==> src/rtl/asm_pkg.sv <==
// Shared types and constants for the assembly-record emitter.
// Holds the channel_update command layout and record markers.
package asm_pkg;

  localparam int ASM_CHUNK_BYTES = 16;
  localparam int ASM_WORD_BITS = 8 * ASM_CHUNK_BYTES;

  localparam logic [7:0] ASM_ADDR_MARK = 8'h40;
  localparam logic [7:0] ASM_DATA_MARK = 8'h44;

  typedef struct packed {
    logic [26:0] addr;
    logic [26:0] stream_length;
    logic        wen;
  } channel_update_t;

  localparam int ASM_CMD_BITS = $bits(channel_update_t);

  typedef enum logic [1:0] {
    IDLE,
    MARK,
    BODY
  } emit_state_t;

  // Word address to zero-extended byte address.
  function automatic logic [ASM_WORD_BITS-1:0] byte_addr(
    input logic [26:0] a
  );
    byte_addr = '0;
    byte_addr[28:0] = {a, 2'b00};
  endfunction

endpackage

==> src/rtl/emit_asm_if.sv <==
// Word-in / byte-out handshake bundle for emit_asm.
// slave = the emitter, master = the driver/sink side.
interface emit_asm_if;
  import asm_pkg::*;

  logic [ASM_WORD_BITS-1:0] axis_data;
  logic                     axis_tuser;
  logic                     axis_valid;
  logic                     axis_ready;
  logic [7:0]               fbyte;
  logic                     valid_fbyte;
  logic                     fbyte_ready;

  modport slave (
    input  axis_data,
    input  axis_tuser,
    input  axis_valid,
    output axis_ready,
    output fbyte,
    output valid_fbyte,
    input  fbyte_ready
  );

  modport master (
    output axis_data,
    output axis_tuser,
    output axis_valid,
    input  axis_ready,
    input  fbyte,
    input  valid_fbyte,
    output fbyte_ready
  );

endinterface

==> src/rtl/emit_asm.sv <==
// Serializes 128-bit stream words into 17-byte marker+payload records.
// Optional EMIT_ASM_ADDR_ELIDE_EN drops redundant address records.
module emit_asm
  import asm_pkg::*;
#(
  parameter logic [7:0] ADDR_MARK = ASM_ADDR_MARK,
  parameter logic [7:0] DATA_MARK = ASM_DATA_MARK
) (
  input  logic      clk_in,
  input  logic      rst_n_in,
  emit_asm_if.slave bus
);

  emit_state_t              state;
  logic [ASM_WORD_BITS-1:0] payload;
  logic                     is_addr;
  logic [3:0]               byte_index;
  logic [3:0]               next_index;
  logic [7:0]               fbyte_q;
  logic                     valid_q;
  logic                     ready_q;
  logic                     accept;
  logic                     last;
  logic                     skip;
  channel_update_t          cmd;
  logic                     unused_cmd;

  assign cmd = channel_update_t'(bus.axis_data[ASM_CMD_BITS-1:0]);
  assign unused_cmd = ^{cmd.stream_length, cmd.wen};

  assign accept = bus.axis_valid && ready_q;
  assign next_index = byte_index + 4'd1;
  assign last = byte_index == 4'(ASM_CHUNK_BYTES - 1);

  assign bus.axis_ready = ready_q;
  assign bus.fbyte = fbyte_q;
  assign bus.valid_fbyte = valid_q;

`ifdef EMIT_ASM_ADDR_ELIDE_EN
  logic [26:0] expected_addr;
  logic        have_addr;

  assign skip = bus.axis_tuser && have_addr &&
                (cmd.addr == expected_addr);

  // Track the address the loader will be at after each record.
  always_ff @(posedge clk_in or negedge rst_n_in) begin
    if (!rst_n_in) begin
      expected_addr <= '0;
      have_addr <= 1'b0;
    end else if (state == IDLE && accept && !skip &&
                 bus.axis_tuser) begin
      expected_addr <= cmd.addr;
      have_addr <= 1'b1;
    end else if (state == BODY && bus.fbyte_ready &&
                 last && !is_addr) begin
      expected_addr <= expected_addr + 27'd4;
    end
  end
`else
  logic unused_flag;

  assign skip = 1'b0;
  assign unused_flag = is_addr;
`endif

  // Record FSM with registered handshake outputs.
  always_ff @(posedge clk_in or negedge rst_n_in) begin
    if (!rst_n_in) begin
      state <= IDLE;
      byte_index <= '0;
      payload <= '0;
      is_addr <= 1'b0;
      fbyte_q <= '0;
      valid_q <= 1'b0;
      ready_q <= 1'b0;
    end else begin
      unique case (state)
        IDLE: begin
          ready_q <= 1'b1;
          if (accept && !skip) begin
            payload <= bus.axis_tuser ?
                       byte_addr(cmd.addr) : bus.axis_data;
            is_addr <= bus.axis_tuser;
            fbyte_q <= bus.axis_tuser ? ADDR_MARK : DATA_MARK;
            valid_q <= 1'b1;
            ready_q <= 1'b0;
            state <= MARK;
          end
        end
        MARK: begin
          if (bus.fbyte_ready) begin
            byte_index <= '0;
            fbyte_q <= payload[7:0];
            state <= BODY;
          end
        end
        BODY: begin
          if (bus.fbyte_ready) begin
            if (last) begin
              byte_index <= '0;
              valid_q <= 1'b0;
              ready_q <= 1'b1;
              state <= IDLE;
            end else begin
              byte_index <= next_index;
              fbyte_q <= payload[{next_index, 3'b000} +: 8];
            end
          end
        end
        default: state <= IDLE;
      endcase
    end
  end

endmodule

==> src/flat_wrapper.sv <==
// flat-port wrapper written by rule: the top's interface ports become plain ports
module emit_asm_flat import asm_pkg::*;
#(
  parameter logic [7:0] ADDR_MARK = ASM_ADDR_MARK,
  parameter logic [7:0] DATA_MARK = ASM_DATA_MARK
)
  (clk_in, rst_n_in, bus_axis_data, bus_axis_tuser, bus_axis_valid, bus_axis_ready, bus_fbyte, bus_valid_fbyte, bus_fbyte_ready);
  emit_asm_if bus_i ();
  input  logic clk_in;
  input  logic rst_n_in;
  input wire logic [$bits(bus_i.axis_data)-1:0] bus_axis_data;
  input wire logic [$bits(bus_i.axis_tuser)-1:0] bus_axis_tuser;
  input wire logic [$bits(bus_i.axis_valid)-1:0] bus_axis_valid;
  output wire logic [$bits(bus_i.axis_ready)-1:0] bus_axis_ready;
  output wire logic [$bits(bus_i.fbyte)-1:0] bus_fbyte;
  output wire logic [$bits(bus_i.valid_fbyte)-1:0] bus_valid_fbyte;
  input wire logic [$bits(bus_i.fbyte_ready)-1:0] bus_fbyte_ready;
  assign bus_i.axis_data = bus_axis_data;
  assign bus_i.axis_tuser = bus_axis_tuser;
  assign bus_i.axis_valid = bus_axis_valid;
  assign bus_axis_ready = bus_i.axis_ready;
  assign bus_fbyte = bus_i.fbyte;
  assign bus_valid_fbyte = bus_i.valid_fbyte;
  assign bus_i.fbyte_ready = bus_fbyte_ready;
  emit_asm #(.ADDR_MARK(ADDR_MARK), .DATA_MARK(DATA_MARK)) u_core (.clk_in(clk_in), .rst_n_in(rst_n_in), .bus(bus_i));
endmodule
==> config.mk <==
export PLATFORM = sky130hd
export DESIGN_NAME = emit_asm_flat
export DESIGN_NICKNAME = d
export VERILOG_FILES = /design/src/rtl/asm_pkg.sv /design/src/rtl/emit_asm_if.sv /design/src/rtl/emit_asm.sv /design/src/flat_wrapper.sv
export SDC_FILE = /design/constraint.sdc
export NUM_CORES = 1
export LEC_CHECK = 0
export BUFFER_PORTS_ARGS = -buffer_cell sky130_fd_sc_hd__clkbuf_2
export CELL_PAD_IN_SITES_DETAIL_PLACEMENT = 0
export CELL_PAD_IN_SITES_GLOBAL_PLACEMENT = 1
export CORE_MARGIN = 5
export CORE_UTILIZATION = 38
export CTS_CLUSTER_SIZE = 14
export DETAILED_ROUTE_END_ITERATION = 8
export PLACE_DENSITY = 0.85
export SLEW_MARGIN = 40
export SYNTH_ARGS = -nofsm -noshare
export SYNTH_HDL_FRONTEND = slang
export SYNTH_SLANG_ARGS = --single-unit
==> constraint.sdc <==
create_clock -name clk_in -period 2.18 [get_ports clk_in]
set_clock_uncertainty 0.05 [all_clocks]
set_input_delay 0.218 -clock clk_in [delete_from_list [all_inputs] [get_ports clk_in]]
set_output_delay 0.218 -clock clk_in [all_outputs]
set_load 0.03 [all_outputs]
==> run_results.csv, run 1 <==
group,metric,value,unit
global_routing,grt_pass1_wl,33.19,mm
synth,yosysSeqAreaShare,50.62,%
route,drtIter0Drc,528,
timing,rsz0062_at_grt,"yes",
finish,layout_common_cells,"236 x nand2_1, 142 x dfrtp_1, 141 x clkbuf_2, 136 x o21ai_0, 66 x dlygate4sd3_1",
finish,fillers,1621,
global_routing,antenna_found_initial,0,
cts,cts_htree_levels,4,
finish,antenna_cells,0,
cts,cts_buffer_depth,2,
die,die_area,0.02157,mm²
synth,synth_edf_count,0,
power,power,12.20,mW
timing,hold_violations,0,
die,die_w,146.9,µm
route,wl,21.20,mm
route,drc,0,
min_path,hold_depth,3,
timing,final-max-slew-violation-count,0,
status,status,"finished with violations",
route,dr.pass1.iters,5,
setup_path,crit_fanout,6,
power,power_density,1255,mW/mm²
timing,fin_crit,2220,ps
die,core,0.01858,mm²
cts,cts-root-buf,"clkbuf_16",
global_routing,grt_max_degree,73,
die,rows,50,
cts,clock_latency,430,ps
global_routing,grt-ovfl-total,0,
finish,post-route-util,52.34,%
cts,numCtsBuffers,17,
setup_path,startpoint_type,"register",
timing,worst_slack,-40.24,ps
setup_path,reg2reg_depth,7,
cts,clk_pin_slew,60,ps
status,violations,"negative setup slack",
timing,slew_headroom,61.74,%
setup_path,critPathRequiredTime,2430,ps
die,ioPinCount,143,
place,gp_congestion,0.8328,
route,viasPerCell,5.140,
synth,syn_area_per_cell,9.832,µm²
timing,hold-worst-slack,0.2304,ps
synth,synth_cells,724,
synth,ys.flop_type,"dfrtp_1",
synth,ys_warn_count,0,
synth,ys_ff_latch,144,
place,io_buffers,142,
job,maxCapViolations,0,
timing,timing.setup.tns,-62.67,ps
route,via_count,6086,
global_routing,track_usage,19.70,%
min_path,holdPathEnd,"u_core.payload[109]",
finish,drive_gt1_share,28.21,%
cts,cts.sinks,144,
synth,async_reset_ff_share,100.0,%
min_path,hold_path_class,"primary input to register",
route,wl_met1,9.289,mm
synth,synth_fp_nets,863,
route,topRoutingLayerUsed,"met4",
setup_path,crit_type,"register to register",
synth,ys_types,35,
setup_path,cp-end-kind,"register",
route,wl_met3,1.108,mm
setup_path,r2r_end,"u_core.bus.fbyte[0]",
min_path,min-delay-start,"bus_axis_data[109]",
place,hpwl,15.27,mm
route,routedWlPerCell,17.91,µm
finish,mostFrequentLayoutCell,"nand2_1",
finish,area_growth,36.63,%
setup_path,r2r_setup_slack,-40,ps
route,wl_met2,10.38,mm
power,peakVddDrop,0.6996,mV
timing,setup_viol,3,
route,ant_nets,0,
cts,cts_tree,"done",
synth,synthesis.area,0.007118,mm²
timing,worst_pin_slew,573.9,ps
finish,layout.nets,1079,
timing,min_period_over_period,101.8,%
setup_path,reg2reg_from,"u_core.byte_index[0]",
die,initial_core_util,38.31,%
setup_path,worstPathArrival,2470,ps
die,die_h,146.9,µm
global_routing,grt_pass1_vias,6106,
power,leakage,4.662,nW
timing,max_clock_freq,450.4,MHz
-- worst max-delay path by stage --
stage / to / slack (ps) / startpoint / cells past startpoint
floorplan: u_core.bus.fbyte[4] / 7 / u_core.byte_index[1] / 8
global placement: u_core.bus.fbyte[4] / -90 / u_core.byte_index[0] / 7
detailed placement: u_core.bus.fbyte[4] / -130 / u_core.byte_index[0] / 7
CTS: u_core.bus.fbyte[1] / 0.6 / u_core.byte_index[0] / 7
global route: u_core.bus.fbyte[0] / -90 / u_core.byte_index[0] / 6
finish: u_core.bus.fbyte[0] / -40 / u_core.byte_index[0] / 7
-- critical path, cell delays in order (launching register included) --
cell and delay, ps:
dfrtp_2 460, ha_4 330, buf_8 140, mux4_1 320, nor2b_1 180, a211oi_2 230, a21oi_1 80, a221o_1 310
-- per-layer routing --
metal | vias to the layer above | GRT usage, %
met5 | - | 0
met4 | 0 | 6.209
met3 | 32 | 4.195
met2 | 177 | 31.34
met1 | 2940 | 27.17
li1 | 2937 | -
-- through the flow --
stage | instances | setup slack [ps] | instance area, µm²
after floorplan | 724 | 7.385 | 7124
after global placement | 1078 | -86.94 | 8234
after detailed placement | 1078 | -130.3 | 8234
after CTS | 1174 | 0.6308 | 9523
after global routing | 1184 | -85.38 | 9726
final | 1184 | -40.24 | 9726
-- flip-flops by register name, summed over array words and instances (netlist names) --
name and flops:
u_core.bus.axis_ready 1, u_core.state 2, u_core.payload 128, u_core.bus.fbyte 8, u_core.bus.valid_fbyte 1, u_core.byte_index 4
-- kinds of logic (layout without fill, tap and decap cells) --
| logic type | count (synthesis) | after routing | share of synthesized area (%) |
|---|---|---|---|
| adder cells (fa/ha/maj) | 6 | 6 | 1.055 |
| multiplexers | 71 | 71 | 16.17 |
| AND/OR/NAND/NOR | 268 | 268 | 14.78 |
| buffers and inverters | 64 | 290 | 4.096 |
| XOR/XNOR | 2 | 2 | 0.3516 |
| flip-flops | 144 | 144 | 50.62 |
| AO/OA/AOI/OAI | 169 | 169 | 12.92 |
-- report_power, final --
| group | leakage [nW] | switching [mW] | internal [mW] |
|---|---|---|---|
| logic | 2.52 | 2.47 | 2.42 |
| clock network | 0.281 | 1.06 | 1.78 |
| registers | 1.86 | 0.806 | 3.67 |
-- timing repair --
item	CTS	global route
gates cloned	0	3
hold endpoints to repair	120	0
hold buffers	66	0
gates resized for setup	8	20
endpoints found under the setup margin	8	8
pin swaps	1	8
setup buffers	1	7
-- layout make-up --
cell class              instances  area, µm²  share of cell area, %
clock inverters                 6      82.58                 0.8491
repair buffers                254       1894                  19.48
inverters                       7      26.28                 0.2702
flip-flops and latches        144       3606                  37.08
clock buffers                  23      488.0                  5.017
well taps                     234      292.8                  3.010
multi-input cells             516       3336                  34.30
-- cells in the mapped netlist (7+ instances only) --
master / n / area share, %
nand3_1: 11 / 0.77
mux4_2: 23 / 7.3
nor2_1: 9 / 0.47
a21oi_1: 10 / 0.70
dfrtp_1: 144 / 51
inv_1: 7 / 0.37
buf_2: 7 / 0.49
nand2_1: 237 / 12
mux2i_1: 34 / 4.8
o21ai_0: 136 / 9.6
clkbuf_1: 44 / 2.3
mux4_1: 9 / 3.3
Note: power is estimated with default switching activity, not from simulation.
==> run 2: changes to the inputs <==
Settings changed: CORE_ASPECT_RATIO from default to 1.1.
==> run 2 against run 1 <==
Against the previous run: clock power is 10% lower; cell count is 1.4% lower; register-to-register slack better by 70 ps; sequential share of layout area is 1.3 points higher; the run now ends clean; utilization is 1.3 points lower; highest routed layer unchanged; critical path depth is 1 higher; largest power group unchanged; wire length is 6.5% lower.
==> run_results.csv, run 2 (synthesized netlist as in run 1, its figures left out) <==
group,metric,value,unit
status,status,"completed",
timing,rsz0062_at_grt,"yes",
cts,cts_tree,"done",
job,maxCapViolations,0,
setup_path,reg2reg_from,"u_core.byte_index[0]",
timing,worst_slack,34.28,ps
timing,max_clock_freq,466.0,MHz
cts,clock_latency,420,ps
setup_path,critPathRequiredTime,2420,ps
setup_path,startpoint_type,"register",
finish,area_growth,31.92,%
timing,worst_pin_slew,605.8,ps
timing,slew_headroom,59.61,%
route,ant_nets,0,
die,die_area,0.02157,mm²
route,via_count,5881,
route,dr.pass1.iters,4,
route,drtIter0Drc,536,
setup_path,crit_fanout,11,
place,place_area,0.008275,mm²
setup_path,reg2reg_depth,8,
global_routing,track_usage,18.21,%
power,power_density,1240,mW/mm²
power,leakage,4.512,nW
place,hpwl,14.86,mm
timing,setup_viol,0,
finish,largest_register_ff_count,128,
finish,area.sequential,0.003605,mm²
power,peakVddDrop,0.9781,mV
timing,fin_crit,2146,ps
route,routedWlPerCell,16.97,µm
finish,final_area,0.009390,mm²
route,viasPerCell,5.035,
die,die_h,153.5,µm
place,gp_congestion,0.8648,
global_routing,antenna_found_initial,0,
place,io_buffers,142,
finish,layout_common_cells,"236 x nand2_1, 143 x dfrtp_1, 141 x clkbuf_2, 136 x o21ai_0, 46 x dlygate4sd3_1",
finish,mostFrequentLayoutCell,"nand2_1",
finish,antenna_cells,0,
finish,layout.nets,1055,
cts,clk_pin_slew,60,ps
setup_path,r2r_setup_slack,30,ps
setup_path,crit_type,"register to register",
global_routing,grt_pass1_vias,5785,
cts,cts.sinks,144,
route,wl,19.82,mm
cts,cts_buffer_depth,2,
cts,numCtsBuffers,17,
finish,drive_gt1_share,28.00,%
setup_path,crit_start,"u_core.byte_index[0]",
global_routing,grt_pass1_wl,30.98,mm
cts,cts_htree_levels,4,
timing,final-max-slew-violation-count,0,
die,core,0.01841,mm²
timing,min_period_over_period,98.43,%
die,ioPinCount,143,
die,rows,52,
die,initial_core_util,38.66,%
route,drc,0,
finish,top_register,"u_core.payload",
global_routing,grt-ovfl-total,0,
global_routing,grt_max_degree,62,
setup_path,worstPathArrival,2390,ps
finish,fillers,1643,
setup_path,r2r_end,"u_core.bus.fbyte[7]",
place,place_ws,-149.1,ps
timing,hold-worst-slack,6.176,ps
timing,hold_violations,0,
setup_path,cp-endpoint,"u_core.bus.fbyte[7]",
timing,timing.setup.tns,0,ps
die,die_w,140.5,µm
cts,cts-root-buf,"clkbuf_16",
min_path,hold_path_class,"primary input to register",
finish,multi_input_area,0.003301,mm²
setup_path,cp-end-kind,"register",
power,power,11.65,mW
==> run 2: cell types whose count changed in the layout (fill, tap and decap cells not counted), sizes merged <==
| cell | change |
|---|---|
| buf | -2 |
| dlygate4sd3 | -20 |
| clkinvlp | +2 |
| bufinv | -2 |
| clkbuf | -3 |
==> run 2: cell type report <==
class | count | area share [%]
flip-flops and latches | 144 | 38.39
multi-input cells | 516 | 35.15
repair buffers | 230 | 17.50
clock buffers | 22 | 5.050
well taps | 243 | 3.238
clock inverters | 6 | 0.3997
inverters | 7 | 0.2798
==> run 2: worst min path at each step <==
stage | startpoint | to | slack, ps | cells past startpoint
4_1_cts | bus_axis_data[1] | u_core.payload[1] | 0.4 | 3
3_3_place_gp | rst_n_in | u_core.payload[10] | 190 | 1
2_1_floorplan | rst_n_in | u_core.bus.axis_ready | -130 | 0
3_5_place_dp | rst_n_in | u_core.payload[47] | 190 | 1
6_report | bus_axis_data[57] | u_core.payload[57] | 6 | 3
5_1_grt | bus_axis_data[30] | u_core.payload[30] | 20 | 3
==> run 2: power by group <==
part | leakage (nW) | switching [mW] | total [mW] | internal, mW
registers | 1.87 | 0.755 | 4.42 | 3.67
logic | 2.40 | 2.37 | 4.68 | 2.30
clock network | 0.246 | 1.04 | 2.55 | 1.51
==> run 2: layer usage <==
| layer | global-route usage (%) | part of all wire [%] |
|---|---|---|
| met1 | 25.08 | 44 |
| met2 | 28.95 | 48 |
| met3 | 2.827 | 4.5 |
| met4 | 7.383 | 2.9 |
| met5 | 0 | 0 |
==> run 2: per-stage QoR <==
stage,instances,util [%]
global placement,1091,44.94
CTS,1165,50.54
global route,1168,51.00
floorplan,724,-
detailed placement,1091,44.94
finish,1168,51.00
==> run 2: worst max-delay path, stage by stage (launching register included) <==
cell	delay, ps
dfrtp_2	430
ha_4	300
buf_12	140
mux4_2	300
nor2b_1	150
a211oi_2	150
buf_4	140
a21oi_1	40
a221o_1	310
==> run 2: timing repair <==
| action | CTS | global route |
|---|---|---|
| resized for setup | 11 | 16 |
| hold endpoints to repair | 99 | 0 |
| buffers inserted | 0 | 3 |
| hold buffers | 46 | 0 |
| setup endpoints to repair | 7 | 7 |
| gates cloned | 0 | 1 |
| pin swaps | 3 | 8 |
==> run 3: changes to the inputs <==
Clock period 2.18 ns to 1.85 ns, I/O delays scaled along.
==> run 3 against run 2 <==
Against the previous run: register-to-register slack got worse by 360 ps; die area unchanged; critical path depth unchanged; total power up 31%; worst setup slack worse by 360 ps; utilization grew 5.2 points; critical endpoint is now u_core.bus.fbyte[3]; via count rose by 7.6%; worst hold slack improved by 4.0 ps; the flow now finishes with violations (negative setup slack); design area grew 10%; first-iteration DRC count fell by 6.0%; critical path type unchanged.
==> run_results.csv, run 3 (synthesized netlist as in run 1, its figures left out) <==
group,metric,value,unit
status,status,"finished with violations",
status,violations,"negative setup slack",
timing,timing.setup.tns,-2041,ps
place,io_buffers,142,
finish,layout.nets,1129,
cts,cts_tree,"done",
setup_path,crit_fanout,5,
setup_path,cp-end-kind,"register",
global_routing,grt-ovfl-total,0,
global_routing,antenna_found_initial,0,
setup_path,crit_type,"register to register",
setup_path,critPathTopFamily,"compound AO/OA/AOI/OAI gates",
timing,rsz0062_at_grt,"yes",
route,dr.pass1.iters,4,
die,rows,52,
power,power_density,1473,mW/mm²
route,via_count,6328,
route,drtIter0Drc,504,
die,ioPinCount,143,
finish,layout_common_cells,"236 x nand2_1, 143 x dfrtp_1, 141 x clkbuf_2, 136 x o21ai_0, 98 x dlygate4sd3_1",
setup_path,startpoint_type,"register",
global_routing,grt_pass1_vias,6552,
timing,max_clock_freq,458.9,MHz
min_path,hold_path_class,"primary input to register",
power,p_sw,5.291,mW
power,power.share.clock,24.7,%
die,die_h,153.5,µm
timing,worst_pin_slew,560.1,ps
place,hpwl,15.40,mm
power,power,15.23,mW
timing,hold-worst-slack,10.20,ps
finish,mostFrequentLayoutCell,"nand2_1",
cts,numCtsBuffers,17,
timing,slew_headroom,62.66,%
finish,post-route-util,56.16,%
cts,clock_latency,420,ps
timing,min_period_over_period,117.8,%
die,die_area,0.02157,mm²
cts,cts_htree_levels,4,
finish,area_growth,45.26,%
die,initial_core_util,38.66,%
timing,worst_slack,-329.3,ps
setup_path,crit_chain,"ha_4, buf_6, buf_4, mux4_2, nor2b_1, a211oi_2, a21oi_1, a221o_1",
route,wl,21.96,mm
power,p_seq_share,34.3,%
job,maxCapViolations,0,
cts,cts.sinks,144,
power,leakage,4.927,nW
setup_path,worstPathArrival,2440,ps
die,core,0.01841,mm²
finish,top_register,"u_core.payload",
route,drc,0,
timing,setup_viol,8,
power,swShare,34.75,%
cts,clk_pin_slew,60,ps
global_routing,grt_pass1_wl,34.49,mm
setup_path,critPathRequiredTime,2110,ps
timing,hold_violations,0,
cts,cts_buffer_depth,2,
global_routing,grt_max_degree,62,
timing,final-max-slew-violation-count,0,
route,ant_nets,0,
finish,largest_register_ff_count,128,
power,p_int,9.936,mW
setup_path,r2r_setup_slack,-330,ps
cts,cts-root-buf,"clkbuf_16",
timing,fin_crit,2179,ps
power,comb_power_share,41.0,%
global_routing,track_usage,20.40,%
route,routedWlPerCell,17.61,µm
setup_path,critPathBufInv,2,
power,peakVddDrop,0.8674,mV
setup_path,critPathMaxStageDelay,460,ps
die,die_w,140.5,µm
setup_path,cp_slowest_cell,"dfrtp_2",
finish,drive_gt1_share,29.21,%
place,gp_congestion,0.8498,
route,viasPerCell,5.075,
place,place_ws,-379.0,ps
## run 3: final cells by class
cell class,count,area [µm²]
clock buffer,18,439.2
timing repair buffer,304,2391
tap,243,304.0
inverter,7,26.28
multi-input combinational,516,3359
clock inverter,14,212.7
antenna,1,2.502
sequential,144,3605
fill,1547,8073
## run 3: timing repair
item | CTS | global route
hold buffers | 97 | 1
buffers inserted | 6 | 10
cloned | 0 | 1
setup endpoints to repair | 8 | 8
pin swaps | 8 | 9
gates resized for setup | 21 | 17
hold endpoints to repair | 146 | 1
## run 3: power groups by stage
| stage | combinational, mW | sequential (mW) | clock, mW |
|---|---|---|---|
| after floorplan | 3.75 | 4.95 | 0 |
| after global placement | 5.13 | 5.21 | 0 |
| after detailed placement | 5.31 | 5.20 | 0 |
| after CTS | 5.84 | 5.20 | 3.81 |
| after global routing | 6.82 | 5.32 | 3.96 |
| final | 6.24 | 5.23 | 3.76 |
## run 3: metal layers
| layer | vias to the layer above | part of all wire, % | track usage (%) |
|---|---|---|---|
| met5 | - | 0 | 0 |
| met4 | 0 | 3.1 | 8.676 |
| met3 | 46 | 4.7 | 4.194 |
| met2 | 177 | 50 | 33.58 |
| met1 | 3079 | 42 | 26.20 |
| li1 | 3026 | - | - |
## run 3: metrics by stage
stage | std cells | area, µm²
final | 1247 | 10340
after global routing | 1246 | 10340
after CTS | 1237 | 10180
after detailed placement | 1103 | 8441
after global placement | 1103 | 8441
after floorplan | 724 | 7206
## run 3: final timing paths
check,depth (start not counted),to,from
worst max register to register,8,u_core.bus.fbyte[3],u_core.byte_index[0]
worst max-delay path,8,u_core.bus.fbyte[3],u_core.byte_index[0]
worst min-delay path,3,u_core.payload[9],bus_axis_data[9]
max in group asynchronous,3,u_core.payload[100],rst_n_in
min in group asynchronous,2,u_core.payload[36],rst_n_in
worst min register to register,2,u_core.payload[93],u_core.payload[93]
## run 3: tightest hold or removal path: cells and delay by family
kind,cells,cell delay (ps)
buffers and inverters,1,80
muxes,1,50
AOI/OAI and AO/OA,1,130
